File: config.mk
export PLATFORM = sky130hd
export DESIGN_NAME = perf_event_counter_bank_flat
export DESIGN_NICKNAME = d
export VERILOG_FILES = /design/src/rtl/perf_event_counter_bank_if.sv /design/src/rtl/perf_event_counter_bank.sv /design/src/flat_wrapper.sv
export SDC_FILE = /design/constraint.sdc
export NUM_CORES = 2
export LEC_CHECK = 0
export BUFFER_PORTS_ARGS = -buffer_cell sky130_fd_sc_hd__buf_2
export CORE_MARGIN = 4
export CORE_UTILIZATION = 40
export DETAILED_ROUTE_END_ITERATION = 8
export GPL_ROUTABILITY_DRIVEN = 0
export PLACE_DENSITY_LB_ADDON = 0.3
export SLEW_MARGIN = 10
export SYNTH_ARGS = -nofsm -noshare
export SYNTH_HDL_FRONTEND = slang
export SYNTH_SLANG_ARGS = --single-unit
File: constraint.sdc
create_clock -name clk -period 3.55 [get_ports clk]
set_input_delay 0.355 -clock clk [delete_from_list [all_inputs] [get_ports clk]]
set_output_delay 0.355 -clock clk [all_outputs]
set_load 0.01 [all_outputs]
File: src/rtl/perf_event_counter_bank_if.sv
// Snapshot request/accept and the drain stream of perf_event_counter_bank.
// The master side is the counter bank; the slave side is the monitoring pipeline.
interface perf_event_counter_bank_if #(
   parameter int N_EVENTS      = 115,
   parameter int COUNTER_WIDTH = 7
);
   localparam int IDX_WIDTH = $clog2(N_EVENTS);

   logic                     snapshot;
   logic                     snapshot_ready;
   logic                     drain_valid;
   logic                     drain_ready;
   logic [IDX_WIDTH-1:0]     drain_index;
   logic [COUNTER_WIDTH-1:0] drain_data;
   logic                     drain_overflow;
   logic                     drain_last;

   modport master (
      input  snapshot,
      input  drain_ready,
      output snapshot_ready,
      output drain_valid,
      output drain_index,
      output drain_data,
      output drain_overflow,
      output drain_last
   );

   modport slave (
      output snapshot,
      output drain_ready,
      input  snapshot_ready,
      input  drain_valid,
      input  drain_index,
      input  drain_data,
      input  drain_overflow,
      input  drain_last
   );
endinterface

File: src/rtl/perf_event_counter_bank.sv
// Per-channel event counters with atomic snapshot; 1-cycle count latency, first drain beat 1 cycle after capture.
// Drain stream stalls in place on !drain_ready; snapshot requests are refused while a drain is in progress.
module perf_event_counter_bank #(
   parameter int N_EVENTS      = 115,
   parameter int COUNTER_WIDTH = 7
) (
   input  logic                              clk,
   input  logic                              rst,
   input  logic [N_EVENTS-1:0]               performance_events,
   input  logic [N_EVENTS-1:0]               event_enable,
   input  logic                              saturate,
   output logic [N_EVENTS*COUNTER_WIDTH-1:0] counters,
   output logic [N_EVENTS-1:0]               overflow,
   perf_event_counter_bank_if.master         drain_if
);
   localparam int IDX_WIDTH = $clog2(N_EVENTS);
   localparam logic [COUNTER_WIDTH-1:0] CNT_MAX  = '1;
   localparam logic [COUNTER_WIDTH-1:0] CNT_ONE  = COUNTER_WIDTH'(1);
   localparam logic [IDX_WIDTH-1:0]     IDX_ONE  = IDX_WIDTH'(1);
   localparam logic [IDX_WIDTH-1:0]     LAST_IDX = IDX_WIDTH'(N_EVENTS - 1);

   typedef enum logic {ST_IDLE, ST_DRAIN} state_e;

   logic [N_EVENTS-1:0][COUNTER_WIDTH-1:0] cnt_q, cnt_d;
   logic [N_EVENTS-1:0][COUNTER_WIDTH-1:0] snap_cnt_q, snap_cnt_d;
   logic [N_EVENTS-1:0]                    ovf_q, ovf_d;
   logic [N_EVENTS-1:0]                    snap_ovf_q, snap_ovf_d;
   logic [N_EVENTS-1:0]                    hit;

   state_e               state_q, state_d;
   logic [IDX_WIDTH-1:0] idx_q, idx_d;
   logic                 valid_q, valid_d;
   logic                 ready_q, ready_d;
   logic                 last_q, last_d;
   logic                 snap_acc;
   logic                 xfer;

   assign hit = performance_events & event_enable;
   // ready_q resets to 1, so gating with rst keeps the output low only while reset is held
   assign drain_if.snapshot_ready = ready_q & ~rst;
   assign snap_acc = drain_if.snapshot & drain_if.snapshot_ready;
   assign xfer     = valid_q & drain_if.drain_ready;

   always_comb begin
      cnt_d      = cnt_q;
      ovf_d      = ovf_q;
      snap_cnt_d = snap_cnt_q;
      snap_ovf_d = snap_ovf_q;
      if (snap_acc) begin
         snap_cnt_d = cnt_q;
         snap_ovf_d = ovf_q;
         ovf_d      = '0;
         // an event in the capture cycle starts the new window rather than being dropped
         for (int i = 0; i < N_EVENTS; i++) begin
            cnt_d[i] = hit[i] ? CNT_ONE : '0;
         end
      end else begin
         for (int i = 0; i < N_EVENTS; i++) begin
            if (hit[i]) begin
               if (cnt_q[i] == CNT_MAX) begin
                  ovf_d[i] = 1'b1;
                  cnt_d[i] = saturate ? CNT_MAX : '0;
               end else begin
                  cnt_d[i] = cnt_q[i] + CNT_ONE;
               end
            end
         end
      end
   end

   always_comb begin
      state_d = state_q;
      idx_d   = idx_q;
      case (state_q)
         ST_IDLE: begin
            if (snap_acc) begin
               state_d = ST_DRAIN;
               idx_d   = '0;
            end
         end
         ST_DRAIN: begin
            if (xfer) begin
               if (idx_q == LAST_IDX) begin
                  state_d = ST_IDLE;
                  idx_d   = '0;
               end else begin
                  idx_d = idx_q + IDX_ONE;
               end
            end
         end
         default: state_d = ST_IDLE;
      endcase
      valid_d = (state_d == ST_DRAIN);
      ready_d = (state_d == ST_IDLE);
      last_d  = valid_d && (idx_d == LAST_IDX);
   end

   always_ff @(posedge clk) begin
      if (rst) begin
         cnt_q      <= '0;
         ovf_q      <= '0;
         snap_cnt_q <= '0;
         snap_ovf_q <= '0;
         state_q    <= ST_IDLE;
         idx_q      <= '0;
         valid_q    <= 1'b0;
         ready_q    <= 1'b1;
         last_q     <= 1'b0;
      end else begin
         cnt_q      <= cnt_d;
         ovf_q      <= ovf_d;
         snap_cnt_q <= snap_cnt_d;
         snap_ovf_q <= snap_ovf_d;
         state_q    <= state_d;
         idx_q      <= idx_d;
         valid_q    <= valid_d;
         ready_q    <= ready_d;
         last_q     <= last_d;
      end
   end

   assign counters                = cnt_q;
   assign overflow                = ovf_q;
   assign drain_if.drain_valid    = valid_q;
   assign drain_if.drain_index    = idx_q;
   assign drain_if.drain_data     = snap_cnt_q[idx_q];
   assign drain_if.drain_overflow = snap_ovf_q[idx_q];
   assign drain_if.drain_last     = last_q;
endmodule
File: src/flat_wrapper.sv
// flat-port wrapper written by rule: the top's interface ports become plain ports
module perf_event_counter_bank_flat 
#(
   parameter int N_EVENTS      = 115,
   parameter int COUNTER_WIDTH = 7
)
  (clk, rst, performance_events, event_enable, saturate, counters, overflow, drain_if_snapshot, drain_if_drain_ready, drain_if_snapshot_ready, drain_if_drain_valid, drain_if_drain_index, drain_if_drain_data, drain_if_drain_overflow, drain_if_drain_last);
  perf_event_counter_bank_if #(.N_EVENTS(N_EVENTS), .COUNTER_WIDTH(COUNTER_WIDTH)) drain_if_i ();
  input  logic clk;
  input  logic rst;
  input  logic [N_EVENTS-1:0] performance_events;
  input  logic [N_EVENTS-1:0] event_enable;
  input  logic saturate;
  output logic [N_EVENTS*COUNTER_WIDTH-1:0] counters;
  output logic [N_EVENTS-1:0] overflow;
  input wire logic [$bits(drain_if_i.snapshot)-1:0] drain_if_snapshot;
  input wire logic [$bits(drain_if_i.drain_ready)-1:0] drain_if_drain_ready;
  output wire logic [$bits(drain_if_i.snapshot_ready)-1:0] drain_if_snapshot_ready;
  output wire logic [$bits(drain_if_i.drain_valid)-1:0] drain_if_drain_valid;
  output wire logic [$bits(drain_if_i.drain_index)-1:0] drain_if_drain_index;
  output wire logic [$bits(drain_if_i.drain_data)-1:0] drain_if_drain_data;
  output wire logic [$bits(drain_if_i.drain_overflow)-1:0] drain_if_drain_overflow;
  output wire logic [$bits(drain_if_i.drain_last)-1:0] drain_if_drain_last;
  assign drain_if_i.snapshot = drain_if_snapshot;
  assign drain_if_i.drain_ready = drain_if_drain_ready;
  assign drain_if_snapshot_ready = drain_if_i.snapshot_ready;
  assign drain_if_drain_valid = drain_if_i.drain_valid;
  assign drain_if_drain_index = drain_if_i.drain_index;
  assign drain_if_drain_data = drain_if_i.drain_data;
  assign drain_if_drain_overflow = drain_if_i.drain_overflow;
  assign drain_if_drain_last = drain_if_i.drain_last;
  perf_event_counter_bank #(.N_EVENTS(N_EVENTS), .COUNTER_WIDTH(COUNTER_WIDTH)) u_core (.clk(clk), .rst(rst), .performance_events(performance_events), .event_enable(event_enable), .saturate(saturate), .counters(counters), .overflow(overflow), .drain_if(drain_if_i));
endmodule
==> parameters.txt <==
Parameter                              Value

Worst setup path
  Data required, critical path ... 3190 ps
  Register-to-register setup slack ... 620 ps
  Critical path capture point type ... primary output
  Type of the setup path with the least slack ... reg -> out
  Arrival time of data at the critical path endpoint ... approximately 3300 ps
  Maximum fanout along the worst path ... 6
  Critical path launch point type ... register

Finish
  Non-Filler Instances ... 15726
  Summed area of non-filler cells in the final layout ... 0.1117 mm^2
  Most frequent cells in the layout ... sky130_fd_sc_hd__dfxtp_1 (1845), sky130_fd_sc_hd__o21ai_0 (1715), sky130_fd_sc_hd__nand2_1 (1387)
  Growth of design area from synthesis to finish ... 23.62%
  Net count of the finished layout ... 12904
  Leading cell type in the layout, fill and taps excluded ... sky130_fd_sc_hd__dfxtp_1
  Post-layout util ... between 40% and 50%
  Fraction of final layout cells sized beyond drive strength 1 ... 16.76%

Synth
  Mean cell area of the mapped netlist ... 8.034 um^2
  Number of storage elements in the synthesis netlist ... 1850
  Number of synthesized flops with an enable pin ... 0
  Fraction of registers with async set/reset ... 0%
  Yosys warns ... 0
  Post-Synthesis Cells ... roughly 11000
  Register area share after synthesis ... approximately two fifths
  Synth Cell Area ... between 0.09 and 0.1 mm^2
  Number of distinct library cells after synthesis ... 56
  Top FF cell, synth ... sky130_fd_sc_hd__dfxtp_1
  Post-Synthesis Net Count ... 11598

Route
  Via density per instance ... 5.887
  Total detailed-routing wirelength ... 389700 um
  Wire length per cell ... 24.78 um
  Number of iterations in the first detailed-routing pass ... 9
  Antenna Nets Post-Route ... 0
  Post-detailed-route DRC marker count ... 0
  Initial drt markers ... 11020
  Via count of the routed design ... 92582

Timing
  Max Fclk ... 0.2756 GHz
  Final setup violation count ... 6
  Clock skew ... 31.82 ps
  Crit path time final ... 3628 ps
  Unrepaired setup endpoints after global routing ... true
  Least-Margin Pin Slew ... 1031 ps
  Minimum setup slack in the final design ... -77.87 ps
  Summed negative setup slack over all endpoints ... -279.8 ps
  Fin crit share ... 102.2%
  Hold slack final ... 77.20 ps
  Max-slew violation count ... 0
  Worst max-slew margin expressed relative to the limit ... a little under a third
  Count of final hold-check violations ... 0

Placed design
  Instance count after placement with tap cells included ... 14928
  Post-place setup slack ... 180.0 ps
  Instance area at placement ... 0.09887 mm^2
  DP HPWL ... 285100 um
  IO Port Bufs ... 1172

Power
  Switching component of the power ... approximately 12 mW
  Switching Fraction ... 24.82%
  Part of the power in the clock network ... 48.2%
  Portion of total power attributed to combinational logic ... between 7 and 8%
  Overall power of the completed layout ... 47.92 mW
  Total power density per cell area ... ~430 mW/mm^2
  Int Pwr ... 36.03 mW
  Share of power burned in registers ... 44.3%
  Leakage power total ... between 40 and 50 nW
  Peak ir drop on the vdd network ... ~440 uV

Clock network
  Num CTS Buffers ... 204
  Clock transition at the register clock pins on the worst setup and hold paths after CTS ... 60 ps
  CTS Root Buffer Type ... sky130_fd_sc_hd__clkbuf_16
  Clock sink count ... around 1900
  TritonCTS clock tree ... done
  CTS HTree Levels ... 4
  Number of buffers on the longest clock path ... 3
  Clock Latency Late Sink ... 870 ps

Floorplanning
  Core box area ... 0.2247 mm^2
  Starting density of the core ... 40.22%
  Number of rows created at floorplan ... 174
  Horizontal extent of the die ... 483.3 um
  Number of top-level pins ... 1173
  Area enclosed by the die boundary ... 0.2336 mm^2
  Y dimension of the die ... 483.3 um

Status
  Status ... complete, but fails checks
  Failing checks ... negative setup slack

GRT
  Vias in the first global route ... 84738
  First-pass GRT wire length ... 567700 um
  Number of antenna violations at the first check in global routing ... 26
  Total Routing Usage GR ... between 30% and 40%
  Pin count of the biggest net entering global routing ... 214
  Total congestion overflow after global routing ... 0

Job
  Maximum Capacitance Violations ... 0

Worst hold path
  Min-delay worst type ... in -> reg
[cell type report]
| class | count | area [um^2] |
|---|---|---|
| fillers | 21456 | 113000 |
| multi-input cells | 8680 | 50850 |
| flip-flops and latches | 1850 | 37050 |
| repair buffers | 1736 | 12430 |
| clock buffers | 294 | 6098 |
| well taps | 2992 | 3744 |
| clock inverters | 81 | 1184 |
| inverters | 80 | 305.3 |
| diodes | 13 | 32.53 |
[synthesized netlist by cell type, types with 16 or more instances]
| cell type | n | area (um^2) |
|---|---|---|
| sky130_fd_sc_hd__a31oi_1 | 17 | 106.4 |
| sky130_fd_sc_hd__a22o_1 | 16 | 140.1 |
| sky130_fd_sc_hd__and2_1 | 119 | 744.5 |
| sky130_fd_sc_hd__clkbuf_1 | 399 | 1498 |
| sky130_fd_sc_hd__and3_1 | 329 | 2058 |
| sky130_fd_sc_hd__mux2_2 | 42 | 473.0 |
| sky130_fd_sc_hd__o21ai_0 | 1723 | 8623 |
| sky130_fd_sc_hd__dfxtp_1 | 1850 | 37040 |
| sky130_fd_sc_hd__mux2i_1 | 128 | 1281 |
| sky130_fd_sc_hd__nand2_1 | 1389 | 5214 |
| sky130_fd_sc_hd__buf_2 | 163 | 815.8 |
| sky130_fd_sc_hd__mux4_2 | 136 | 3063 |
| sky130_fd_sc_hd__o22ai_1 | 24 | 150.1 |
| sky130_fd_sc_hd__nor2_1 | 925 | 3472 |
| sky130_fd_sc_hd__ha_1 | 117 | 1464 |
| sky130_fd_sc_hd__a22oi_1 | 163 | 1224 |
| sky130_fd_sc_hd__nor3_1 | 169 | 845.8 |
| sky130_fd_sc_hd__o211ai_1 | 124 | 930.9 |
| sky130_fd_sc_hd__nand2b_1 | 1260 | 7883 |
| sky130_fd_sc_hd__mux4_1 | 16 | 420.4 |
| sky130_fd_sc_hd__and4_1 | 116 | 1016 |
| sky130_fd_sc_hd__buf_6 | 36 | 405.4 |
| sky130_fd_sc_hd__a211oi_1 | 124 | 930.9 |
| sky130_fd_sc_hd__buf_4 | 19 | 142.6 |
| sky130_fd_sc_hd__nor2b_1 | 32 | 200.2 |
| sky130_fd_sc_hd__a32oi_1 | 99 | 867.1 |
| sky130_fd_sc_hd__nor3_2 | 71 | 710.7 |
| sky130_fd_sc_hd__inv_1 | 80 | 300.3 |
| sky130_fd_sc_hd__nand4_1 | 193 | 1207 |
| sky130_fd_sc_hd__nand3_1 | 254 | 1271 |
| sky130_fd_sc_hd__a21oi_1 | 1000 | 5005 |
[path summary, 6_finish.rpt]
kind                                             startpoint                                        end  depth (start not counted)
setup / recovery  u_core.drain_if.drain_index[0]$_SDFF_PP0_                     drain_if_drain_data[0]                          8
hold / removal                       performance_events[92]          u_core.counters[645]$_SDFFE_PP0P_                          4
setup reg to reg  u_core.drain_if.drain_index[0]$_SDFF_PP0_  u_core.drain_if.drain_index[4]$_SDFF_PP0_                         11
hold reg to reg         u_core.snap_cnt_q[338]$_SDFFE_PP0P_        u_core.snap_cnt_q[338]$_SDFFE_PP0P_                          2
[cell families after synthesis]
group	count (synthesis)	share of synthesized area (%)
simple gates	4877	27.42
compound gates	3363	20.56
flops	1850	40.99
buf+inv	716	3.611
mux	322	5.797
fa+ha+maj	117	1.620
xor+xnor	1	0.009695
[critical path, cell delays in order, from the launching register on]
cell	delay, ps
sky130_fd_sc_hd__dfxtp_4	400
sky130_fd_sc_hd__buf_12	120
sky130_fd_sc_hd__buf_12	150
sky130_fd_sc_hd__buf_16	160
sky130_fd_sc_hd__mux4_2	570
sky130_fd_sc_hd__a22oi_2	240
sky130_fd_sc_hd__a21oi_4	130
sky130_fd_sc_hd__o32a_1	450
sky130_fd_sc_hd__buf_6	170
[flip-flops by register name (all words and copies together) (netlist names)]
name,count
u_core.snap_ovf_q,115
u_core.state_q,1
u_core.snap_cnt_q,805
u_core.drain_if.drain_last,1
u_core.ready_q,1
u_core.counters,805
u_core.overflow,115
u_core.drain_if.drain_index,7
[power groups by stage]
stage | sequential, mW | combinational [mW] | clock [mW]
floorplan | 21.6 | 1.97 | 0
global placement | 21.7 | 3.02 | 0
detailed placement | 21.7 | 3.07 | 0
CTS | 21.2 | 3.53 | 23.4
global route | 21.2 | 3.90 | 24.1
finish | 21.2 | 3.61 | 23.1
[layer usage]
metal	track usage (%)	part of all wire, %	up-vias
met3	9.097	11	991
met5	0	0.031	-
met1	39.87	39	43850
met2	47.57	43	5036
met4	18.99	7.2	20
li1	-	-	42685
[timing repair]
item	4_1_cts	5_1_grt
cloned	18	2
hold endpoints to repair	485	0
gates resized for setup	215	25
pin swaps	49	28
endpoints found under the setup margin	8	8
hold buffers	338	0
buffers inserted	40	13
Power figures use the tool's default switching activity.
